`src/rtl/icb_add_pkg.sv`:
```
// Shared encodings and default register map for the ICB adder-slave master.
package icb_add_pkg;

    typedef enum logic [1:0] {
        ST_IDLE = 2'd0,
        ST_CMD  = 2'd1,
        ST_RSP  = 2'd2,
        ST_DONE = 2'd3
    } state_t;

    typedef enum logic [1:0] {
        STEP_AUG = 2'd0,
        STEP_ADD = 2'd1,
        STEP_CTL = 2'd2,
        STEP_SUM = 2'd3
    } step_t;

    localparam logic [31:0] DEF_AUG_OFS = 32'h0000_0000;
    localparam logic [31:0] DEF_ADD_OFS = 32'h0000_0004;
    localparam logic [31:0] DEF_CTL_OFS = 32'h0000_0008;
    localparam logic [31:0] DEF_SUM_OFS = 32'h0000_000C;
    localparam logic [31:0] CTL_GO      = 32'h0000_0001;

endpackage

```
`src/rtl/icb_add_master.sv`:
```
// ICB initiator that loads two operands into an adder slave, kicks it, and reads back the sum.
// One transaction is outstanding at a time; a response error aborts the remaining steps.
module icb_add_master
    import icb_add_pkg::*;
#(
    parameter logic [31:0] AUG_OFS = DEF_AUG_OFS,
    parameter logic [31:0] ADD_OFS = DEF_ADD_OFS,
    parameter logic [31:0] CTL_OFS = DEF_CTL_OFS,
    parameter logic [31:0] SUM_OFS = DEF_SUM_OFS
) (
    input  logic        clk,
    input  logic        rst_n,
    input  logic        start,
    input  logic [31:0] base_addr,
    input  logic [31:0] augend,
    input  logic [31:0] addend,
    output logic        busy,
    output logic        done,
    output logic        err,
    output logic [31:0] sum,
    output logic        icb_cmd_valid,
    output logic        icb_cmd_read,
    output logic [31:0] icb_cmd_addr,
    output logic [31:0] icb_cmd_wdata,
    output logic [3:0]  icb_cmd_wmask,
    output logic        icb_rsp_ready,
    input  logic        icb_cmd_ready,
    input  logic        icb_rsp_valid,
    input  logic [31:0] icb_rsp_rdata,
    input  logic        icb_rsp_err
);

    state_t      state_r;
    state_t      state_nxt_s;
    step_t       step_r;
    step_t       step_nxt_s;
    logic [31:0] base_r;
    logic [31:0] aug_r;
    logic [31:0] add_r;
    logic [31:0] sum_r;
    logic        err_r;
    logic        start_acc_s;
    logic        rsp_hs_s;

    assign start_acc_s = (state_r == ST_IDLE) && start;
    assign rsp_hs_s    = (state_r == ST_RSP) && icb_rsp_valid;

    // State and step registers
    always_ff @(posedge clk or negedge rst_n) begin
        if (!rst_n) begin
            state_r <= ST_IDLE;
            step_r  <= STEP_AUG;
        end else begin
            state_r <= state_nxt_s;
            step_r  <= step_nxt_s;
        end
    end

    // Next-state and step sequencing
    always_comb begin
        state_nxt_s = state_r;
        step_nxt_s  = step_r;
        case (state_r)
            ST_IDLE: begin
                if (start) begin
                    state_nxt_s = ST_CMD;
                    step_nxt_s  = STEP_AUG;
                end else begin
                    state_nxt_s = ST_IDLE;
                end
            end
            ST_CMD: begin
                if (icb_cmd_ready) begin
                    state_nxt_s = ST_RSP;
                end else begin
                    state_nxt_s = ST_CMD;
                end
            end
            ST_RSP: begin
                if (!icb_rsp_valid) begin
                    state_nxt_s = ST_RSP;
                end else if (icb_rsp_err || (step_r == STEP_SUM)) begin
                    state_nxt_s = ST_DONE;
                end else begin
                    state_nxt_s = ST_CMD;
                    step_nxt_s  = step_t'(step_r + 2'd1);
                end
            end
            ST_DONE: begin
                state_nxt_s = ST_IDLE;
            end
            default: begin
                state_nxt_s = ST_IDLE;
                step_nxt_s  = STEP_AUG;
            end
        endcase
    end

    // Operand capture, sum load and error flag; results persist until the next accepted start
    always_ff @(posedge clk or negedge rst_n) begin
        if (!rst_n) begin
            base_r <= 32'h0000_0000;
            aug_r  <= 32'h0000_0000;
            add_r  <= 32'h0000_0000;
            sum_r  <= 32'h0000_0000;
            err_r  <= 1'b0;
        end else if (start_acc_s) begin
            base_r <= base_addr;
            aug_r  <= augend;
            add_r  <= addend;
            err_r  <= 1'b0;
        end else if (rsp_hs_s) begin
            if (icb_rsp_err) begin
                err_r <= 1'b1;
            end else if (step_r == STEP_SUM) begin
                sum_r <= icb_rsp_rdata;
            end
        end
    end

    // Command field mux; fields depend only on registers so they hold steady while stalled
    always_comb begin
        icb_cmd_read  = 1'b0;
        icb_cmd_addr  = base_r + AUG_OFS;
        icb_cmd_wdata = aug_r;
        icb_cmd_wmask = 4'hF;
        case (step_r)
            STEP_AUG: begin
                icb_cmd_addr  = base_r + AUG_OFS;
                icb_cmd_wdata = aug_r;
            end
            STEP_ADD: begin
                icb_cmd_addr  = base_r + ADD_OFS;
                icb_cmd_wdata = add_r;
            end
            STEP_CTL: begin
                icb_cmd_addr  = base_r + CTL_OFS;
                icb_cmd_wdata = CTL_GO;
            end
            STEP_SUM: begin
                icb_cmd_read  = 1'b1;
                icb_cmd_addr  = base_r + SUM_OFS;
                icb_cmd_wdata = 32'h0000_0000;
                icb_cmd_wmask = 4'h0;
            end
            default: begin
                icb_cmd_read  = 1'b0;
                icb_cmd_addr  = base_r + AUG_OFS;
                icb_cmd_wdata = aug_r;
                icb_cmd_wmask = 4'hF;
            end
        endcase
    end

    assign icb_cmd_valid = (state_r == ST_CMD);
    assign icb_rsp_ready = (state_r == ST_RSP);
    assign busy          = (state_r != ST_IDLE);
    assign done          = (state_r == ST_DONE);
    assign err           = err_r;
    assign sum           = sum_r;

endmodule

```
`config.mk`:
```
export PLATFORM = sky130hd
export DESIGN_NAME = icb_add_master
export DESIGN_NICKNAME = d
export VERILOG_FILES = /design/src/rtl/icb_add_pkg.sv /design/src/rtl/icb_add_master.sv
export SDC_FILE = /design/constraint.sdc
export NUM_CORES = 1
export LEC_CHECK = 0
export CORE_MARGIN = 1
export CORE_UTILIZATION = 35
export DETAILED_ROUTE_END_ITERATION = 6
export GPL_ROUTABILITY_DRIVEN = 1
export PLACE_DENSITY_LB_ADDON = 0.1
export SLEW_MARGIN = 10
export SYNTH_ARGS = -nofsm -noshare
export SYNTH_HDL_FRONTEND = slang
export SYNTH_SLANG_ARGS = --single-unit
```
`constraint.sdc`:
```
create_clock -name clk -period 4.5 [get_ports clk]
set_clock_uncertainty 0.2 [all_clocks]
set_input_delay 0.9 -clock clk [delete_from_list [all_inputs] [get_ports clk]]
set_output_delay 0.9 -clock clk [all_outputs]
set_load 0.03 [all_outputs]
```
==> metrics.cfg <==
[outcome]
status=completed

[yosys]
synth-seq-cells=133
synthDistinctLibCells=58
synth_top_area_cell=dfrtp_1
syn_avg_cell_area_um2=8.66
yosysWarnings=0
netlist.area_leader.share_pct=48.8
synth_cells=787
ys.flop_type=dfrtp_1
yosysMostFrequentCell=nand2_1
synth_enable_flop_cells=0
syn_nets=928
synthesis.area_um2=6820
async_flop_share_pct=100
synth.area.top_cells=dfrtp_1 49%, nand2_1 17%, mux2_2 5.3%
seq_area_frac_synth_pct=48.8
netlist_top_cells_count=304 x nand2_1, 133 x dfrtp_1, 38 x o21ai_0, 36 x clkbuf_1, 32 x mux2_2

[layout]
fin_area_um2=10000
multi_input_area_um2=3210
diodes=0
area_growth_pct=46.7
seq_area_um2=3330
final_util_pct=52.9
layout-drive-gt1-share_pct=9.16
fill_cells=1807
nets=1143
instances_no_fill=1275

[floorplan]
ios=240
die_x_um=142
core_area_um2=18900
rows=50
die_area_um2=20000
dieHeight_um=142
start_util_pct=36.1

[cts]
cts_made_buffers=17
clkTransAtPathRegs_ns=0.06
h-tree-depth=4
root_buffer=clkbuf_16
tritoncts=done
postCtsSetupRepairBufs=0
cts_sinks=133
cts_buffer_depth=2
insertion_delay_ns=0.42

[routing]
drc=0
wl_um=21000
drt_iter0_drc=339
viasPerCell=4.97
wl_per_cell_um=16.5
drt-pass1-iter-count=5
vias=6342
drtAntennaViolNets=0

[timing]
setup_viol=0
max_freq_ghz=0.230
finalCriticalPeriod_ns=4.35
finalCritPeriodShare_pct=96.6
finalHoldViolations=0
rsz0062_at_grt=true
relSlewSlack_pct=26.2
worst_pin_slew_ns=1.11
report.final.slew_viol_count=0

[place]
port_buffers=239
place_area_um2=9390
dp_hpwl_um=14200
placed_cells=1243
gp_congestion=0.884

[power_and_ir_drop]
p_total_mw=6.87
leakage_nw=4.56
ir_drop_mv=0.378
switching_share_pct=45.5
powerDensity_nw_per_um2=687
p_int_mw=3.75
clockPowerShare_pct=20.0
switchingPower_mw=3.13
sequentialPowerShare_pct=30.1
comb_power_share_pct=50.0

[critical_path]
slowest_stage=or4_1
max_stage_delay_ns=0.51
arrival_ns=3.25
cp_common_cell=ha_1
crit_type=flip-flop to output port
critPathMaxFanout=7
start_kind=flip-flop
cp.required_ns=3.40
path_cells=ha_1 > xor2_1 > ha_1 > a21oi_4 > o32a_1 > or3_4 > or4_1 > nand2_1 > clkdlybuf4s15_1
cp-end-kind=output port

[flow_run]
drv_cap=0

[global_route]
grt_use_total_pct=21.7
grt_max_degree=103
grt_antenna_before_repair=0
grt_pass1_vias=6334
grt_pass1_wl_um=34000
grt_overflow=0

[min_path]
min_path_type=flip-flop to flip-flop

area by class of cell:
| class | instances | share of cell area, % |
|---|---|---|
| clock buffers | 17 | 4.25 |
| clock inverters | 15 | 1.56 |
| inverters | 13 | 0.488 |
| multi-input cells | 585 | 32.1 |
| flip-flops and latches | 133 | 33.3 |
| well taps | 260 | 3.25 |
| repair buffers | 252 | 25.1 |
flip-flops by register name, summed over array words and instances (netlist names):
name and flops:
add_r 32, aug_r 32, err 1, step_r 2, state_r 2, sum 32
base_r 32
cells by family (layout without fill, tap and decap cells):
| family | count (synthesis) | after routing | synth area share, % |
|---|---|---|---|
| adder cells (fa/ha/maj) | 7 | 7 | 1.29 |
| flip-flops | 133 | 133 | 48.8 |
| buffers and inverters | 69 | 297 | 4.61 |
| XOR/XNOR | 2 | 2 | 0.257 |
| AO/OA/AOI/OAI | 142 | 142 | 14.6 |
| AND/OR/NAND/NOR | 399 | 399 | 24.7 |
| multiplexers | 35 | 35 | 5.73 |
worst max-delay path: cells and delay by family, from the launching register on:
kind            cells  cell delay [ns]
fa+ha+maj           2             0.46
xor+xnor            1             0.14
buf+inv             1             0.36
simple gates        3             0.98
compound gates      2             0.44
flops               1             0.46
metrics by stage:
stage	setup slack [ns]	hold slack (ns)	setup TNS (ns)
floorplan	0.445	0.246	0
global placement	0.367	0.257	0
detailed placement	0.320	0.263	0
CTS	0.0419	0.279	0
global route	-0.00526	0.293	-0.00526
finish	0.154	0.273	0
worst paths after layout:
path / start / to / slack, ns / depth (start not counted)
worst max-delay path: step_r[0]$_DFFE_PN0P_ / icb_cmd_addr[28] / 0.15 / 9
worst min-delay path: add_r[4]$_DFFE_PN0P_ / add_r[4]$_DFFE_PN0P_ / 0.27 / 2
worst max register to register: state_r[0]$_DFF_PN0_ / base_r[29]$_DFFE_PN0P_ / 2.28 / 3
worst min register to register: add_r[4]$_DFFE_PN0P_ / add_r[4]$_DFFE_PN0P_ / 0.27 / 2
max in group asynchronous: rst_n / base_r[25]$_DFFE_PN0P_ / 2.85 / 2
min in group asynchronous: rst_n / base_r[1]$_DFFE_PN0P_ / 0.36 / 1
per-layer routing:
| metal | vias up | GRT usage (%) | routed length (µm) |
|---|---|---|---|
| met5 | - | 0 | 0 |
| met1 | 2950 | 27.4 | 8840 |
| met3 | 25 | 6.58 | 1590 |
| met4 | 0 | 6.00 | 299 |
| met2 | 230 | 36.0 | 10300 |
| li1 | 3137 | - | - |
power groups by stage:
| stage | Combinational (mW) | Clock (mW) | Sequential (mW) |
|---|---|---|---|
| 2_1_floorplan | 2.23 | 0 | 1.92 |
| 3_3_place_gp | 3.45 | 0 | 2.07 |
| 3_5_place_dp | 3.46 | 0 | 2.08 |
| 4_1_cts | 3.47 | 1.40 | 2.06 |
| 5_1_grt | 3.74 | 1.46 | 2.13 |
| 6_report | 3.44 | 1.37 | 2.07 |
layout by cell type, fill, tap and decap left out, types with 4 or more instances in the layout:
cell type          n
a21oi_1           18
a22o_1            31
a31oi_1            9
a41oi_1           10
buf_4             13
clkbuf_16         17
clkdlybuf4s50_1  230
dfrtp_1          133
dlymetal6s2s_1     4
ha_1               6
inv_1             13
inv_6              5
inv_8              6
mux2_2            32
nand2_1          303
nand3_1           25
nand4_1           11
nor2_1            19
nor3_1            10
o21ai_0           38
o31ai_1            9
timing repair:
item | 4_1_cts | 5_1_grt
hold buffers | 0 | 0
gates resized for setup | 4 | 7
pin swaps | 0 | 0
setup endpoints to repair | 5 | 7
No activity file was read; power rests on OpenSTA's default activity.
